--- config.mk ---
export PLATFORM = sky130hd
export DESIGN_NAME = uart_tx_arbiter_flat
export DESIGN_NICKNAME = d
export VERILOG_FILES = /design/src/rtl/uart_tx_arbiter_if.sv /design/src/rtl/uart_tx_arbiter.sv /design/src/flat_wrapper.sv
export SDC_FILE = /design/constraint.sdc
export NUM_CORES = 1
export LEC_CHECK = 0
export BUFFER_PORTS_ARGS = -buffer_cell sky130_fd_sc_hd__buf_2
export CORE_MARGIN = 1
export CORE_UTILIZATION = 55
export CTS_CLUSTER_SIZE = 24
export DETAILED_ROUTE_END_ITERATION = 16
export PLACE_DENSITY = 0.86
export SYNTH_ARGS = -nofsm -noshare
export SYNTH_HDL_FRONTEND = slang
export SYNTH_SLANG_ARGS = --single-unit
--- constraint.sdc ---
create_clock -name clk -period 3.3 [get_ports clk]
set_input_delay 0.165 -clock clk [delete_from_list [all_inputs] [get_ports clk]]
set_output_delay 0.165 -clock clk [all_outputs]
set_load 0.01 [all_outputs]
--- src/rtl/uart_tx_arbiter_if.sv ---
// Requester-side bundle of uart_tx_arbiter: request/byte inputs and grant/load outputs.
// Latency: none (wires only).
// Backpressure: requesters hold req/din until ack; busy reports the arbiter is mid-frame.
interface uart_tx_arbiter_if;
    logic [3:0]  req;
    logic [31:0] din;
    logic [3:0]  ack;
    logic        load;
    logic [7:0]  d;
    logic        busy;
    logic [1:0]  grant_id;

    // Client side: presents requests, observes grants.
    modport master (
        output req, din,
        input  ack, load, d, busy, grant_id
    );

    // Arbiter side.
    modport slave (
        input  req, din,
        output ack, load, d, busy, grant_id
    );
endinterface

--- src/rtl/uart_tx_arbiter.sv ---
// Purpose: shares one uart_tx among four byte requesters (round-robin, or fixed priority
//          when UART_ARB_FIXED_PRIO_EN is defined); times each frame itself since uart_tx has no done.
// Latency: req sampled in IDLE at cycle n -> load/ack at n+1; load spacing T + GAP_CLKS + 2.
// Backpressure: requests are only sampled in IDLE; busy stays high from load until back in IDLE.
module uart_tx_arbiter #(
    parameter int CLKS_PER_BIT = 5208,
    parameter int FRAME_BITS   = 10,
    parameter int LOAD_LAT     = 2,
    parameter int GAP_CLKS     = 0
) (
    input  logic             clk,
    input  logic             reset,
    uart_tx_arbiter_if.slave arb
);

    // Cycles spent in WAIT: uart_tx load delay plus the full serialised frame.
    localparam int T  = LOAD_LAT + CLKS_PER_BIT * FRAME_BITS;
    localparam int CW = (T > 1) ? $clog2(T) : 1;
    localparam int GW = (GAP_CLKS > 0) ? $clog2(GAP_CLKS + 1) : 1;
    localparam logic [CW-1:0] WAIT_LAST = CW'(T - 1);
    localparam logic [GW-1:0] GAP_LAST  = GW'((GAP_CLKS > 0) ? (GAP_CLKS - 1) : 0);

    typedef enum logic [1:0] {
        S_IDLE = 2'd0,
        S_LOAD = 2'd1,
        S_WAIT = 2'd2,
        S_GAP  = 2'd3
    } state_t;

    state_t        state_q, state_d;
    logic [CW-1:0] wcnt_q, wcnt_d;
    logic [GW-1:0] gcnt_q, gcnt_d;
    logic [3:0]    ack_q, ack_d;
    logic          load_q, load_d;
    logic [7:0]    d_q, d_d;
    logic          busy_q, busy_d;
    logic [1:0]    gid_q, gid_d;

    logic [1:0]    winner;
    logic          win_vld;
`ifndef UART_ARB_FIXED_PRIO_EN
    logic [1:0]    idx;
`endif

    // Winner pick: first set req searching upward from the requester after the last grant
    // (grant_id doubles as the rr pointer), or the lowest set bit in fixed-priority builds.
    always_comb begin
        winner  = 2'd0;
        win_vld = 1'b0;
`ifdef UART_ARB_FIXED_PRIO_EN
        for (int k = 3; k >= 0; k--) begin
            if (arb.req[k]) begin
                winner  = 2'(k);
                win_vld = 1'b1;
            end
        end
`else
        idx = 2'd0;
        for (int k = 0; k < 4; k++) begin
            idx = gid_q + 2'(k + 1);
            if (!win_vld && arb.req[idx]) begin
                winner  = idx;
                win_vld = 1'b1;
            end
        end
`endif
    end

    // Next-state and registered-output decode.
    always_comb begin
        state_d = state_q;
        wcnt_d  = wcnt_q;
        gcnt_d  = gcnt_q;
        ack_d   = 4'b0000;
        d_d     = d_q;
        gid_d   = gid_q;
        case (state_q)
            S_IDLE: begin
                if (win_vld) begin
                    state_d = S_LOAD;
                    d_d     = arb.din[{winner, 3'b000} +: 8];
                    gid_d   = winner;
                    ack_d   = 4'b0001 << winner;
                end
            end
            S_LOAD: begin
                state_d = S_WAIT;
                wcnt_d  = '0;
            end
            S_WAIT: begin
                if (wcnt_q == WAIT_LAST) begin
                    wcnt_d = '0;
                    if (GAP_CLKS > 0) begin
                        state_d = S_GAP;
                        gcnt_d  = '0;
                    end else begin
                        state_d = S_IDLE;
                    end
                end else begin
                    wcnt_d = wcnt_q + 1'b1;
                end
            end
            S_GAP: begin
                if (gcnt_q == GAP_LAST) begin
                    gcnt_d  = '0;
                    state_d = S_IDLE;
                end else begin
                    gcnt_d = gcnt_q + 1'b1;
                end
            end
            default: state_d = S_IDLE;
        endcase
        // Outputs are registered versions of the state being entered, so they line up with it.
        load_d = (state_d == S_LOAD);
        busy_d = (state_d != S_IDLE);
    end

    // State, counters and outputs; reset aborts any frame in flight alongside uart_tx.
    always_ff @(posedge clk or posedge reset) begin
        if (reset) begin
            state_q <= S_IDLE;
            wcnt_q  <= '0;
            gcnt_q  <= '0;
            ack_q   <= 4'b0000;
            load_q  <= 1'b0;
            d_q     <= 8'h00;
            busy_q  <= 1'b0;
            gid_q   <= 2'd3;
        end else begin
            state_q <= state_d;
            wcnt_q  <= wcnt_d;
            gcnt_q  <= gcnt_d;
            ack_q   <= ack_d;
            load_q  <= load_d;
            d_q     <= d_d;
            busy_q  <= busy_d;
            gid_q   <= gid_d;
        end
    end

    assign arb.ack      = ack_q;
    assign arb.load     = load_q;
    assign arb.d        = d_q;
    assign arb.busy     = busy_q;
    assign arb.grant_id = gid_q;

endmodule

--- src/flat_wrapper.sv ---
// flat-port wrapper written by rule: the top's interface ports become plain ports
module uart_tx_arbiter_flat 
#(
    parameter int CLKS_PER_BIT = 5208,
    parameter int FRAME_BITS   = 10,
    parameter int LOAD_LAT     = 2,
    parameter int GAP_CLKS     = 0
)
  (clk, reset, arb_req, arb_din, arb_ack, arb_load, arb_d, arb_busy, arb_grant_id);
  uart_tx_arbiter_if arb_i ();
  input  logic clk;
  input  logic reset;
  input wire logic [$bits(arb_i.req)-1:0] arb_req;
  input wire logic [$bits(arb_i.din)-1:0] arb_din;
  output wire logic [$bits(arb_i.ack)-1:0] arb_ack;
  output wire logic [$bits(arb_i.load)-1:0] arb_load;
  output wire logic [$bits(arb_i.d)-1:0] arb_d;
  output wire logic [$bits(arb_i.busy)-1:0] arb_busy;
  output wire logic [$bits(arb_i.grant_id)-1:0] arb_grant_id;
  assign arb_i.req = arb_req;
  assign arb_i.din = arb_din;
  assign arb_ack = arb_i.ack;
  assign arb_load = arb_i.load;
  assign arb_d = arb_i.d;
  assign arb_busy = arb_i.busy;
  assign arb_grant_id = arb_i.grant_id;
  uart_tx_arbiter #(.CLKS_PER_BIT(CLKS_PER_BIT), .FRAME_BITS(FRAME_BITS), .LOAD_LAT(LOAD_LAT), .GAP_CLKS(GAP_CLKS)) u_core (.clk(clk), .reset(reset), .arb(arb_i));
endmodule
==> results.py <==
metrics = {
    "outcome": {
        "status": "complete, no violations",
    },
    "clocking": {
        "htree_levels": 2,
        "cts_buffer_depth": 2,
        "root_buffer": "clkbuf_4",
        "insertion_delay_ps": 340,
        "cts_sinks": 34,
        "cts_tree": "built",
        "numCtsBuffers": 5,
        "cts_resized": 0,
        "path_clk_slew_ps": 100,
        "postCtsHoldBufs": 1,
        "cts_setup_buffers": 0,
    },
    "synthesis": {
        "synth_compound_area_share_pct": 14.76,
        "yosys.area.top_type": "dfrtp_1",
        "synth_adder_area_share_pct": 2.589,
        "synth_edf_count": 0,
        "synth.most_common_cell": "nor2_1",
        "ys_seq_area_share_pct": 44.14,
        "synthXorXnorAreaFrac_pct": 5.890,
        "synth.area.top_cells": "dfrtp_1 (41%), nor2_1 (6.6%), mux2i_1 (4.7%)",
        "synth_cell_type_count": 40,
        "mappedNetlistArea_um2": 1933,
        "muxShareOfSynthArea_pct": 4.660,
        "postSynthAreaPerCell_um2": 9.714,
        "synth_top_family_by_area": "simple AND/OR/NAND/NOR gates",
        "ys.flop_type": "dfrtp_1",
        "syn_nets": 241,
        "yosysTopAreaCellShare_pct": 41.42,
        "synth-simple-area-share_pct": 24.66,
        "synthTopCellsByCount": "nor2_1 (34), dfrtp_1 (32), nand2_1 (15)",
        "ys_async_sr_fraction_pct": 100.0,
        "synth-warning-count": 0,
        "syn_inst": 199,
        "synth-seq-cells": 34,
    },
    "timing": {
        "final-hold-violation-count": 0,
        "totalNegativeSetupSlack_ps": 0,
        "slew_headroom_pct": 42.51,
        "min_period_over_period_pct": 67.89,
        "maxSlewViolCount": 0,
        "rsz0062_at_grt": "no",
        "min_period_ps": 2241,
        "tightest_slew_ps": 859.1,
        "max_freq_ghz": 0.4463,
        "finClkSkew_ps": 8.857,
        "setup_violations": 0,
    },
    "routing": {
        "first_iter_violations": 77,
        "wl_per_cell_um": 13.11,
        "vias": 1653,
        "first_pass_iters": 4,
        "drcViolationCount": 0,
        "vias_per_cell": 5.474,
        "wl_mm": 3.958,
        "ant_nets": 0,
    },
    "floorplan": {
        "die_area_um2": 3756,
        "core_um2": 3363,
        "chipWidth_um": 61.29,
        "start_util_pct": 57.48,
        "io_pins": 54,
        "die_y_um": 61.29,
        "rows": 21,
    },
    "final_layout": {
        "drive_above_1_share_pct": 29.30,
        "antenna_cells": 0,
        "nets": 297,
        "postLayoutCoreUtil_pct": 68.82,
        "area.growth.synth_to_final_pct": 19.74,
    },
    "grt": {
        "grt_pass1_wl_mm": 6.334,
        "antenna_found_initial": 0,
        "grt_max_degree": 35,
        "grt_use_total_pct": 23.48,
        "grt_pass1_vias": 1431,
        "grt_overflow": 0,
    },
    "pwr": {
        "powerDensity_nw_per_um2": 729.7,
        "vdd_drop_max_v": 0.0004453,
        "p_total_w": 0.001689,
        "static-leakage-power_nw": 1.063,
    },
    "worst_hold_path": {
        "hold_depth": 3,
        "hp-class": "input port to register",
    },
    "critical_path": {
        "cp_max_fo": 9,
        "cp-end-kind": "register",
        "cp-start-kind": "register",
        "crit_type": "register to register",
        "crit_required_ps": 3490,
        "arrival_ps": 2430,
        "rr_worst_depth": 7,
    },
    "placed_design": {
        "io_buffers": 53,
        "place_congestion": 0.7697,
        "dp_hpwl_mm": 3.075,
    },
    "job": {
        "drv_cap": 0,
    },
}
==> cells in the final DEF, fill, tap and decap left out, drive strengths merged, types with 2 or more instances in the layout <==
cell type	count
nor4	3
o21ai	7
dfstp	2
clkbuf	8
inv	7
a21oi	5
xor2	9
nor3	14
nand4bb	3
nand4	2
ha	4
mux2i	9
a2111oi	8
nand3	9
xnor2	4
nand2b	4
dfrtp	32
a211oi	8
nor2	34
nor2b	2
or3	2
nand3b	2
nand2	15
buf	54
==> final timing paths <==
check | startpoint | to | slack, ps
max in group asynchronous | reset | u_core.arb.grant_id[1] | 2530
hold reg to reg | u_core.state_q[1] | u_core.state_q[1] | 540
min in group asynchronous | reset | u_core.wcnt_q[11] | 440
hold / removal | arb_din[8] | u_core.arb.d[0] | 150
setup reg to reg | u_core.state_q[1] | u_core.wcnt_q[13] | 1060
setup / recovery | u_core.state_q[1] | u_core.wcnt_q[13] | 1060
==> metal layers <==
layer / global-route usage, % / part of all wire (%) / wire [µm]
met1: 31.69 / 46 / 1836
met2: 36.96 / 48 / 1897
met3: 5.882 / 4.6 / 183
met4: 8.442 / 1.0 / 41
met5: 0 / 0 / 0
==> layout make-up <==
cell class	instances	area, µm²
fillers	291	1049
multi-input cells	152	1016
flip-flops and latches	34	853.3
repair buffers	55	282.8
clock buffers	8	78.83
well taps	46	57.56
inverters	7	26.28
==> kinds of logic (layout without fill, tap and decap cells) <==
group / count (synthesis) / after routing
simple gates: 93 / 93
flops: 34 / 34
compound gates: 33 / 33
xor+xnor: 13 / 13
buf+inv: 13 / 70
mux: 9 / 9
fa+ha+maj: 4 / 4
==> sequential cells by signal (all words and copies together), names as in the netlist <==
name,flops
u_core.arb.ack,4
u_core.arb.busy,1
u_core.arb.d,8
u_core.arb.grant_id,2
u_core.arb.load,1
u_core.state_q,2
u_core.wcnt_q,16
==> stage by stage <==
step           cells  hold WS, ps  setup WS, ps  cell area [µm²]
3_3_place_gp     293        273.5          1155             2226
2_1_floorplan    199        305.1          1316             1933
4_1_cts          302        140.7          1071             2315
3_5_place_dp     293        275.6          1080             2226
6_report         302        152.5          1060             2315
5_1_grt          302        152.7         772.4             2315
==> power by group <==
part	internal (W)	leakage, nW	switching [W]
clock network	0.000146	0.0446	0.000133
registers	0.000539	0.435	0.0000803
logic	0.000292	0.584	0.000499
==> critical path: stages, from the launching register on <==
cell and delay (ps):
dfrtp_1 410, inv_1 80, ha_1 430, nand4_1 260, nor4_1 560, nand3_1 170
xor2_1 160, nor2_1 50
Note: power is estimated with default switching activity, not from simulation.
